[src/rtl/eth_frame_edit_pkg.sv]
// Shared types and tuser field positions for the frame-edit run-time controller.
// The detector tuser carries one 17-bit slot per script plus a frame-level FCS flag in bit 0.
package eth_frame_edit_pkg;

    typedef enum logic [0:0] {
        ST_IDLE     = 1'b0,
        ST_IN_FRAME = 1'b1
    } frame_state_e;

    localparam int SCRIPT_TUSER_STRIDE = 17;
    localparam int MATCHED_OFS         = 1;
    localparam int EDIT_TUSER_FCS      = 0;
    localparam int EDIT_TUSER_DROP     = 1;
    localparam int EDIT_TUSER_W        = 10;

    // Bit position of MATCHED for a given script inside the detector tuser.
    function automatic int matched_bit(input int script);
        return script * SCRIPT_TUSER_STRIDE + MATCHED_OFS;
    endfunction

endpackage

[src/rtl/eth_frame_edit_ctrl_sat_counter.sv]
// Saturating statistics counter: sticks at all-ones, clear wins over increment.
module sat_counter #(
    parameter int W = 32
) (
    input  logic         clk,
    input  logic         rst_n,
    input  logic         clr,
    input  logic         inc,
    output logic [W-1:0] cnt
);

    logic [W-1:0] cnt_reg;

    always_ff @(posedge clk) begin
        if (!rst_n) begin
            cnt_reg <= '0;
        end else if (clr) begin
            cnt_reg <= '0;
        end else if (inc && (cnt_reg != {W{1'b1}})) begin
            cnt_reg <= cnt_reg + 1'b1;
        end
    end

    assign cnt = cnt_reg;

endmodule

[src/rtl/eth_frame_edit_ctrl.sv]
// Run-time controller for the frame-edit loop: frame-boundary-safe script mask updates
// plus per-script match statistics and editor output frame/drop/corrupt statistics.
module eth_frame_edit_ctrl
    import eth_frame_edit_pkg::*;
#(
    parameter int                       C_NUM_SCRIPTS = 4,
    parameter int                       C_CNT_WIDTH   = 32,
    parameter logic [C_NUM_SCRIPTS-1:0] C_RESET_MASK  = '0
) (
    input  logic                                 clk,
    input  logic                                 rst_n,
    input  logic                                 cfg_wr_en,
    input  logic [C_NUM_SCRIPTS-1:0]             cfg_wr_mask,
    output logic                                 cfg_busy,
    output logic                                 cfg_wr_ack,
    input  logic                                 cnt_clear,
    input  logic                                 mon_tvalid,
    input  logic                                 mon_tlast,
    input  logic [SCRIPT_TUSER_STRIDE*C_NUM_SCRIPTS:0] mon_tuser,
    input  logic                                 edit_tvalid,
    input  logic                                 edit_tlast,
    input  logic [EDIT_TUSER_W-1:0]              edit_tuser,
    output logic [C_NUM_SCRIPTS-1:0]             script_en,
    output logic [C_NUM_SCRIPTS*C_CNT_WIDTH-1:0] cnt_matched,
    output logic [C_CNT_WIDTH-1:0]               cnt_frames,
    output logic [C_CNT_WIDTH-1:0]               cnt_dropped,
    output logic [C_CNT_WIDTH-1:0]               cnt_corrupt
);

    frame_state_e               state_reg, state_next;
    logic [C_NUM_SCRIPTS-1:0]   script_en_reg;
    logic [C_NUM_SCRIPTS-1:0]   pending_mask_reg;
    logic                       pending_valid_reg;
    logic                       ack_reg;
    logic [C_NUM_SCRIPTS-1:0]   sticky_reg, sticky_next;
    logic [C_NUM_SCRIPTS-1:0]   beat_matched;
    logic [C_NUM_SCRIPTS-1:0]   match_inc;
    logic                       apply;
    logic                       edit_frame_end;
    logic                       frame_inc;
    logic                       drop_inc;
    logic                       corrupt_inc;
    logic                       unused_tuser_bits;

    // Most tuser fields belong to the detector/editor; only the flags are consumed here.
    assign unused_tuser_bits = ^{mon_tuser, edit_tuser};

    // ------------------------------------------------------------------
    // Frame tracking on the detector->editor stream
    // ------------------------------------------------------------------
    always_comb begin
        state_next = state_reg;
        case (state_reg)
            ST_IDLE:     if (mon_tvalid && !mon_tlast) state_next = ST_IN_FRAME;
            ST_IN_FRAME: if (mon_tvalid && mon_tlast)  state_next = ST_IDLE;
            default:     state_next = ST_IDLE;
        endcase
    end

    always_ff @(posedge clk) begin
        if (!rst_n) begin
            state_reg <= ST_IDLE;
        end else begin
            state_reg <= state_next;
        end
    end

    // ------------------------------------------------------------------
    // Mask update: only applied in a gap between frames, so the detector
    // never sees a script set change in the middle of a frame.
    // ------------------------------------------------------------------
    assign apply = (state_reg == ST_IDLE) && !mon_tvalid && pending_valid_reg;

    always_ff @(posedge clk) begin
        if (!rst_n) begin
            script_en_reg     <= C_RESET_MASK;
            pending_mask_reg  <= '0;
            pending_valid_reg <= 1'b0;
            ack_reg           <= 1'b0;
        end else begin
            ack_reg <= apply;
            if (apply) begin
                script_en_reg <= pending_mask_reg;
            end
            // A write landing on the apply edge becomes the next pending update.
            if (cfg_wr_en) begin
                pending_mask_reg  <= cfg_wr_mask;
                pending_valid_reg <= 1'b1;
            end else if (apply) begin
                pending_valid_reg <= 1'b0;
            end
        end
    end

    assign script_en  = script_en_reg;
    assign cfg_busy   = pending_valid_reg;
    assign cfg_wr_ack = ack_reg;

    // ------------------------------------------------------------------
    // Per-script match statistics: one count per frame per script
    // ------------------------------------------------------------------
    generate
        for (genvar gi = 0; gi < C_NUM_SCRIPTS; gi++) begin : g_match
            assign beat_matched[gi] = mon_tuser[matched_bit(gi)];
            assign match_inc[gi]    = mon_tvalid && mon_tlast &&
                                      (sticky_reg[gi] || beat_matched[gi]);

            sat_counter #(
                .W (C_CNT_WIDTH)
            ) u_cnt_matched (
                .clk   (clk),
                .rst_n (rst_n),
                .clr   (cnt_clear),
                .inc   (match_inc[gi]),
                .cnt   (cnt_matched[gi*C_CNT_WIDTH +: C_CNT_WIDTH])
            );
        end
    endgenerate

    always_comb begin
        sticky_next = sticky_reg;
        if (mon_tvalid) begin
            if (mon_tlast) begin
                sticky_next = '0;
            end else begin
                sticky_next = sticky_reg | beat_matched;
            end
        end
    end

    always_ff @(posedge clk) begin
        if (!rst_n) begin
            sticky_reg <= '0;
        end else begin
            sticky_reg <= sticky_next;
        end
    end

    // ------------------------------------------------------------------
    // Editor output statistics, flags sampled on the last beat only
    // ------------------------------------------------------------------
    assign edit_frame_end = edit_tvalid && edit_tlast;
    assign frame_inc      = edit_frame_end;
    assign drop_inc       = edit_frame_end && edit_tuser[EDIT_TUSER_DROP];
    assign corrupt_inc    = edit_frame_end && !edit_tuser[EDIT_TUSER_DROP] &&
                            edit_tuser[EDIT_TUSER_FCS];

    sat_counter #(
        .W (C_CNT_WIDTH)
    ) u_cnt_frames (
        .clk   (clk),
        .rst_n (rst_n),
        .clr   (cnt_clear),
        .inc   (frame_inc),
        .cnt   (cnt_frames)
    );

    sat_counter #(
        .W (C_CNT_WIDTH)
    ) u_cnt_dropped (
        .clk   (clk),
        .rst_n (rst_n),
        .clr   (cnt_clear),
        .inc   (drop_inc),
        .cnt   (cnt_dropped)
    );

    sat_counter #(
        .W (C_CNT_WIDTH)
    ) u_cnt_corrupt (
        .clk   (clk),
        .rst_n (rst_n),
        .clr   (cnt_clear),
        .inc   (corrupt_inc),
        .cnt   (cnt_corrupt)
    );

endmodule
[config.mk]
export PLATFORM = sky130hd
export DESIGN_NAME = eth_frame_edit_ctrl
export DESIGN_NICKNAME = d
export VERILOG_FILES = /design/src/rtl/eth_frame_edit_pkg.sv /design/src/rtl/eth_frame_edit_ctrl_sat_counter.sv /design/src/rtl/eth_frame_edit_ctrl.sv
export SDC_FILE = /design/constraint.sdc
export NUM_CORES = 1
export LEC_CHECK = 0
export ABC_AREA = 0
export BUFFER_PORTS_ARGS = -buffer_cell sky130_fd_sc_hd__buf_2
export CAP_MARGIN = 20
export CORE_MARGIN = 2
export CORE_UTILIZATION = 40
export CTS_BUF_LIST = sky130_fd_sc_hd__clkbuf_4
export DETAILED_ROUTE_END_ITERATION = 8
export GPL_ROUTABILITY_DRIVEN = 0
export GPL_TIMING_DRIVEN = 0
export PLACE_DENSITY = 0.6
export SYNTH_ARGS = -nofsm -noshare
export SYNTH_HDL_FRONTEND = slang
export SYNTH_HIERARCHICAL = 1
export SYNTH_SLANG_ARGS = --single-unit
export TNS_END_PERCENT = 10
[constraint.sdc]
create_clock -name clk -period 3.6 [get_ports clk]
set_input_delay 0.18 -clock clk [delete_from_list [all_inputs] [get_ports clk]]
set_output_delay 0.18 -clock clk [all_outputs]
set_load 0.005 [all_outputs]
# Word-level counts from Yosys, hierarchy flattened
# Cells that the tools add are included.
[word_totals] latchBits=0 mem_count=0 wordCells=64 mem_bits_ro=0 ff_bits=239 mem_bits_rw=0 in_bits=91
[op_classes] eq_ne=7 addsub=7 shift=0 n_lt_le_gt_ge=0 bitwise_logic=3 reduce_logical=28 n_mul=0 n_div=0 n_mux=6
[ops] cell="adder 32 x 1 -> 32 bit, second input constant" count=7
[ops] cell="inequality test 32 bit, second input constant" count=7
[ops] cell="logical AND 1 bit" count=19
[ops] cell="logical OR 1 bit" count=4
[ops] cell="two-way mux 1 bit" count=4
[ops] cell="two-way mux 4 bit" count=1
[ops] cell="OR 4 bit" count=1
[ops] cell="logical NOT 1 bit" count=3
[ops] cell="inverter 1 bit" count=2
[ops] cell="one-hot mux 1 bit (2 select lines)" count=1
[ops] cell="nonzero test 2 bit" count=1
[ops] cell="OR reduction 2 bit" count=1

# Logic depth before layout (Yosys ltp)
# Gate-level depths: netlist (run 1).
[logic_depth] ltp_word=5 mapped_depth=8 depth_no_buf=6

# By module
# Netlist (run 1), hierarchy kept.
[modules_own_cells] mod="sat_counter" area_each_um2=1667.8 n_inst=7 cells_per_inst=203
[modules_own_cells] mod="eth_frame_edit_ctrl" area_each_um2=604.3 n_inst=1 cells_per_inst=65

# Worst setup path before layout (run 1)
# Ideal clock, no wire load.
[synth_path] path_kind="register to register" startpoint="reg g_match[0].u_cnt_matched.cnt_reg[0]" endpoint="reg g_match[0].u_cnt_matched.cnt_reg[18]" stages_incl_launch_ff=7 synth_period_minus_slack_ns=1.920 t_required_ns=3.472 arrival_time_ns=1.793 setup_slack_ns=1.680 cell_sequence="dfxtp_1 -> ha_1 -> and3_1 -> nand4_1 -> a2111oi_0 -> xnor2_1 -> nor2_1"
[synth_via] elab_chain_cells=2 elab_cells_between_ends=3 cone_classes="add/sub: 1; eq/ne: 1; reduce/logical: 1"
[synth_lines] item="from (decl)" line_no="eth_frame_edit_ctrl_sat_counter.sv:12" text="logic [W-1:0] cnt_reg;"
[synth_lines] item="from (signal assigned)" line_no="eth_frame_edit_ctrl_sat_counter.sv:20" text="cnt_reg <= cnt_reg + 1'b1;"
[synth_lines] item="parallel branches: the longest is 2 deep, another holds adder 32 x 1 -> 32 bit"
# Several ways; the timed one is not identified.
# A chain may end at the register's enable or synchronous reset.

# Worst setup path after layout (run 1)
[layout_path] startpoint="in mon_tvalid" endpoint="reg g_match[2].u_cnt_matched.cnt_reg[20]"
[layout_via] elab_chain_cells=3
[layout_lines] item="from (decl)" line_no="eth_frame_edit_ctrl.sv:17" text="input logic mon_tvalid,"
[layout_lines] item="logical AND 1 bit (2 in series)" line_no="eth_frame_edit_ctrl.sv:105" text="assign match_inc[gi] = mon_tvalid && mon_tlast &&"
[layout_lines] item="via match_inc[2]" line_no="eth_frame_edit_ctrl.sv:37" text="logic [C_NUM_SCRIPTS-1:0] match_inc;"
[layout_lines] item="logical AND 1 bit" line_no="eth_frame_edit_ctrl_sat_counter.sv:19" text="end else if (inc && (cnt_reg != {W{1'b1}})) begin"
[layout_lines] item="to (signal assigned)" line_no="eth_frame_edit_ctrl_sat_counter.sv:20"
[layout_lines] item="to (decl)" line_no="eth_frame_edit_ctrl_sat_counter.sv:12"
# The timed path passes the listed nets, and every way through them passes these cells.

==> results.toml, run 1 <==
[cells_and_area]
drive_gt1_share_pct = 23.6
filler_cell_count = 3093
multi_input_area_um2 = 7170
post-route-util_pct = 49.7
largest_register_ffs = 128
nets = 1925
syn2layout_area_growth_pct = 23.2
ff_latch_area_um2 = 4780

[cts]
clk_pin_slew_worst_paths_ns = 0.06
ctsResizeCount = 0
cts_sinks = 239
cts_tree = "done"
cts-root-buf = "clkbuf_4"
cts_inserted_buffers = 70
clock_latency_ns = 0.67
clockBufferDepth = 3
htreeDepth = 3

[power]
power_density_nw_per_um2 = 364
p_total_uw = 5510
pwr-share-clk_pct = 47.8
seqPwrFrac_pct = 48.3
p_comb_share_pct = 3.8
p_switching_uw = 1330
p_leak_uw = 0.00559
p_int_uw = 4180
irDropWorstVdd_uv = 176
sw_frac_of_total_pct = 24.1

[sta]
min_period_ns = 2.43
hold_viol = 0
fin_worst_skew_ns = 0.0578
finalSetupTns_ns = 0
drv_slew = 0
fmax_ghz = 0.411
worst_pin_slew_ns = 0.716
fin_crit_sh_pct = 67.5
grt_setup_unrepaired = "no"
slew_headroom_pct = 51.9
setup_violations = 0

[drt]
viasPerCell = 5.66
drc = 0
drt-total-wl_mm = 37.8
vias = 12800
dr.first_iter.drc_count = 748
firstDrtPassIters = 6
routedWlPerCell_um = 16.7
postRouteAntennaNets = 0

[worst_setup_path]
cp.arrival_ns = 2.94
startpoint_type = "input port"
crit_chain = "dlygate4sd3_1, buf_6, nand2_1, nor2_1, clkbuf_1, nand4_1, a2111oi_0, xnor2_1, nor2_1"
cp_max_fo = 9
worst_path_most_repeated_cell = "nor2_1"
worstSetupEndpointType = "register"
cp_slowest_cell = "a2111oi_0"
cp.required_ns = 4.11
cp_slowest_stage_delay_ns = 0.61
crit_buf_inv = 3
crit_type = "input port to register"
cp_top_family = "buffers and inverters"

[grt]
grt_pass1_vias = 11600
antenna_found_initial = 1
overflow = 0
grt_pass1_wl_mm = 59.9
grt_max_degree = 21
grt_usage_pct = 22.9

[synth]
syn-cell-area_um2 = 12300
syn_nets = 1584
avgSynthCellArea_um2 = 8.26
netlist_instances = 1486
async_reset_ff_share_pct = 0
ys_seq_elements = 239
synth_edf_count = 0
synth_cell_types = 45
synth-main-ff-cell = "dfxtp_1"
yosysWarningCount = 6
ys_seq_area_share_pct = 39.0

[die]
core_area_um2 = 30400
boundaryPins = 321
start_util_pct = 40.4
rows = 64
die_area_um2 = 32100
die_x_um = 179
die_height_um = 179

[min_path]
hold_path.class = "input port to register"

[placed_design]
portBuffers = 245
hpwl_mm = 27.0

[run_status]
status = "finished clean"

[flow_run]
drv_cap = 0
-- power by group through the flow --
stage	clock network [uW]	registers, uW	logic [uW]
after floorplan	0	2720	116
after global placement	0	2720	185
after detailed placement	0	2720	185
after CTS	2740	2660	211
after global routing	2890	2660	231
final	2640	2660	211
-- synth_stat cells (9+ instances only) --
master,n,area (um^2)
a2111oi_0,14,123
a211oi_1,21,158
a21oi_1,151,756
a31o_1,14,123
and2_1,9,56.3
and3_1,64,400
and4_1,21,184
buf_2,16,80.1
clkbuf_1,35,131
dfxtp_1,239,4780
inv_1,14,52.6
mux2i_1,15,150
nand2_1,114,428
nand2b_1,14,87.6
nand3_1,70,350
nand4_1,98,613
nor2_1,126,473
nor2b_1,11,68.8
nor3_2,14,140
nor4_2,14,175
o21ai_0,35,175
o21ai_1,70,350
or2_2,21,131
or3_1,105,657
or4_1,14,105
xnor2_1,63,552
-- repair_timing --
item	in CTS	in global routing
hold buffers	24	0
setup buffers	0	0
endpoints found under the setup margin	0	0
hold endpoints to repair	15	0
-- worst paths after layout --
| check | from | end | slack, ns | cells past startpoint |
|---|---|---|---|---|
| min reg2reg | script_en[3] | script_en[3] | 0.46 | 2 |
| min | cnt_clear | g_match[1].u_cnt_matched/cnt[5] | 0.24 | 4 |
| max | mon_tvalid | g_match[2].u_cnt_matched/cnt[20] | 1.17 | 9 |
| max reg2reg | u_cnt_dropped/cnt[0] | u_cnt_dropped/cnt[20] | 1.22 | 6 |
-- through the flow --
| step | worst slack, ns | cell area, um^2 | instances | hold slack [ns] |
|---|---|---|---|---|
| floorplan | 1.68 | 12300 | 1486 | 0.322 |
| global placement | 1.08 | 14000 | 2127 | 0.428 |
| detailed placement | 1.10 | 14000 | 2127 | 0.434 |
| CTS | 1.24 | 15100 | 2266 | 0.230 |
| global route | 0.966 | 15100 | 2268 | 0.254 |
| finish | 1.17 | 15100 | 2268 | 0.244 |
-- cell type report --
class	instances	share of cell area (%)
antenna	2	0.0331
multi-input combinational	1174	47.4
tap	396	3.28
sequential	239	31.6
clock buffer	98	4.86
inverter	14	0.347
clock inverter	17	0.943
timing repair buffer	269	9.70
buffer	59	1.82
-- layer usage --
metal	part of all wire [%]	wire (um)	up-vias	global-route usage, %
met5	0	0	-	0
met3	7.3	2740	65	5.39
met2	45	16800	380	34.6
met1	46	17400	6047	31.7
li1	-	-	6338	-
met4	2.2	813	0	7.90
-- cell families after synthesis --
family                     count (synthesis)  share of synthesized area [%]
and+or+nand+nor                          732                           34.1
buffers and inverters                     73                           2.67
xor gates and xnor gates                  63                           4.49
DFF                                      239                           39.0
AOI/OAI and AO/OA                        357                           17.8
adders and majority gates                  7                          0.713
muxes                                     15                           1.22
-- cells in the final DEF, fill, tap and decap left out, drive strengths merged, types with 24 or more instances in the layout --
cell type    instances
nand3               77
o21ai              105
nor2               126
nand4               98
or3                105
nand2              114
buf                269
and3                64
clkbuf             133
a21oi              151
dfxtp              239
xnor2               63
dlygate4sd3         24
-- worst reg2reg max path, cell delays in order, from the launching register on --
cell and delay, ns:
dfxtp_1 0.46, ha_1 0.27, and3_1 0.30, nand4_1 0.35
a2111oi_0 0.65, xnor2_1 0.19, nor2_1 0.05
Note: power is estimated with default switching activity, not from simulation.
==> run 2, diff against run 1 <==
==> constraint.sdc (replaced) <==
create_clock -name clk -period 2.4 [get_ports clk]
set_input_delay 0.12 -clock clk [delete_from_list [all_inputs] [get_ports clk]]
set_output_delay 0.12 -clock clk [all_outputs]
set_load 0.005 [all_outputs]
==> run 2 against run 1 <==
Against the previous run: sequential cell count stayed put; count of clock-buffer cells in the layout unchanged; via count grew 0.68%; core utilization increased by 0.22 points; critical path depth decreased by 3; global-route usage unchanged; total power increased by 50%; largest cell class unchanged.
==> results.toml, run 2 (synthesis results as in run 1) <==
[run_status]
status = "finished clean"

[cts]
cts_sinks = 239
clk_pin_slew_worst_paths_ns = 0.06
cts_tree = "done"
cts_inserted_buffers = 70
htreeDepth = 3
clock_latency_ns = 0.68
clockBufferDepth = 3
cts-root-buf = "clkbuf_4"

[cells_and_area]
nets = 1927
multi_input_area_um2 = 7210
fin_area_um2 = 15200
syn2layout_area_growth_pct = 23.7
drive_gt1_share_pct = 24.1
ff_latch_area_um2 = 4790
filler_cell_count = 3093
largest_register_ffs = 128
stdcell_count = 2270
final_cell_mix = "258 x buf_2, 236 x dfxtp_1, 151 x a21oi_1, 126 x nor2_1, 114 x nand2_1"
final_common_cell = "buf_2"

[sta]
fin_crit_sh_pct = 97.4
min_period_ns = 2.34
fmax_ghz = 0.428
setup_violations = 0
hold_viol = 0
grt_setup_unrepaired = "yes"
slew_headroom_pct = 46.0
worst_pin_slew_ns = 0.803
finalSetupTns_ns = 0
drv_slew = 0
fin_worst_skew_ns = 0.0626

[worst_setup_path]
cp_slowest_stage_delay_ns = 0.60
cp.arrival_ns = 2.88
timing.rr.start = "g_match[1].u_cnt_matched/cnt[0]"
crit_type = "register to register"
crit_buf_inv = 0
cp-startpoint = "g_match[1].u_cnt_matched/cnt[0]"
worst-r2r-cell-count = 6
cp_slowest_cell = "a2111oi_1"
cp_max_fo = 8
crit_cells = 6
r2r_slack_ns = 0.06
critical_path.endpoint = "g_match[1].u_cnt_matched/cnt[18]"
r2r-end = "g_match[1].u_cnt_matched/cnt[18]"
startpoint_type = "register"
cp.required_ns = 2.94
crit_chain = "ha_1, and3_1, nand4_1, a2111oi_1, xnor2_1, nor2_1"
worstSetupEndpointType = "register"
cp_top_family = "simple AND/OR/NAND/NOR gates"

[drt]
drc = 0
drt-total-wl_mm = 38.0
firstDrtPassIters = 5
dr.first_iter.drc_count = 859
viasPerCell = 5.69
routedWlPerCell_um = 16.7
postRouteAntennaNets = 0
vias = 12900

[placed_design]
hpwl_mm = 27.0
dpl_cell_area_um2 = 14000
portBuffers = 245
dpl.cell_count = 2127

[power]
sw_frac_of_total_pct = 24.0
power_density_nw_per_um2 = 544
p_switching_uw = 1990
seqPwrFrac_pct = 48.3
p_int_uw = 6280
p_comb_share_pct = 3.9
pwr-share-clk_pct = 47.8
irDropWorstVdd_uv = 266
p_leak_uw = 0.00562

[grt]
grt_usage_pct = 22.9
grt_pass1_vias = 11600
grt_pass1_wl_mm = 59.9
grt_max_degree = 21
overflow = 0
antenna_found_initial = 1

[die]
die_x_um = 179
boundaryPins = 321
core_area_um2 = 30400
die_area_um2 = 32100
start_util_pct = 40.4
die_height_um = 179
rows = 64

[flow_run]
drv_cap = 0

[min_path]
hold_path.class = "input port to register"
## run 2: layout make-up
cell class              count  share of cell area (%)
multi-input cells        1174                    47.4
flip-flops and latches    239                    31.5
repair buffers            271                    9.75
clock buffers              98                    4.84
well taps                 396                    3.26
plain buffers              59                    1.87
clock inverters            17                   0.939
inverters                  14                   0.346
diodes                      2                  0.0329
## run 2: through the flow
step	total power [uW]	utilization, %	hold slack (ns)	setup WS (ns)
2_1_floorplan	4250	-	0.262	0.480
3_3_place_gp	4360	46.0	0.368	-0.0580
3_5_place_dp	4360	46.0	0.374	-0.0432
4_1_cts	8420	49.7	0.170	0.0366
5_1_grt	8680	49.9	0.194	-0.103
6_report	8270	49.9	0.185	0.0630
## run 2: worst min path at each step
stage               slack [ns]     startpoint                         endpoint  cells past startpoint
floorplan                 0.26   mon_tuser[1]                    sticky_reg[0]                      2
global placement          0.37  mon_tuser[52]                    sticky_reg[3]                      3
detailed placement        0.37  mon_tuser[52]                    sticky_reg[3]                      3
CTS                       0.17      cnt_clear              u_cnt_frames/cnt[5]                      4
global route              0.19      cnt_clear  g_match[1].u_cnt_matched/cnt[5]                      4
finish                    0.19      cnt_clear  g_match[1].u_cnt_matched/cnt[5]                      4
## run 2: tightest hold or removal path: cells and delay by family
family / cells / cell delay (ns)
buf+inv: 1 / 0.32
simple gates: 2 / 0.25
compound gates: 1 / 0.11
## run 2: repair_timing
| item | CTS | global route |
|---|---|---|
| endpoints found under the setup margin | 0 | 43 |
| buffers inserted | 0 | 2 |
| resized for setup | 0 | 27 |
| hold endpoints to repair | 15 | 0 |
| hold buffers | 24 | 0 |
## run 2: metal layers
layer | global-route usage, % | share of wire [%] | vias to the layer above
met2 | 34.6 | 44 | 392
met1 | 31.7 | 46 | 6123
li1 | - | - | 6336
met5 | 0 | 0 | -
met3 | 5.39 | 7.2 | 66
met4 | 7.90 | 2.2 | 0
## run 2: power groups by stage
| stage | clock [uW] | combinational, uW | sequential [uW] |
|---|---|---|---|
| floorplan | 0 | 174 | 4080 |
| global placement | 0 | 277 | 4080 |
| detailed placement | 0 | 278 | 4080 |
| CTS | 4110 | 317 | 3990 |
| global route | 4340 | 348 | 3990 |
| finish | 3950 | 318 | 4000 |
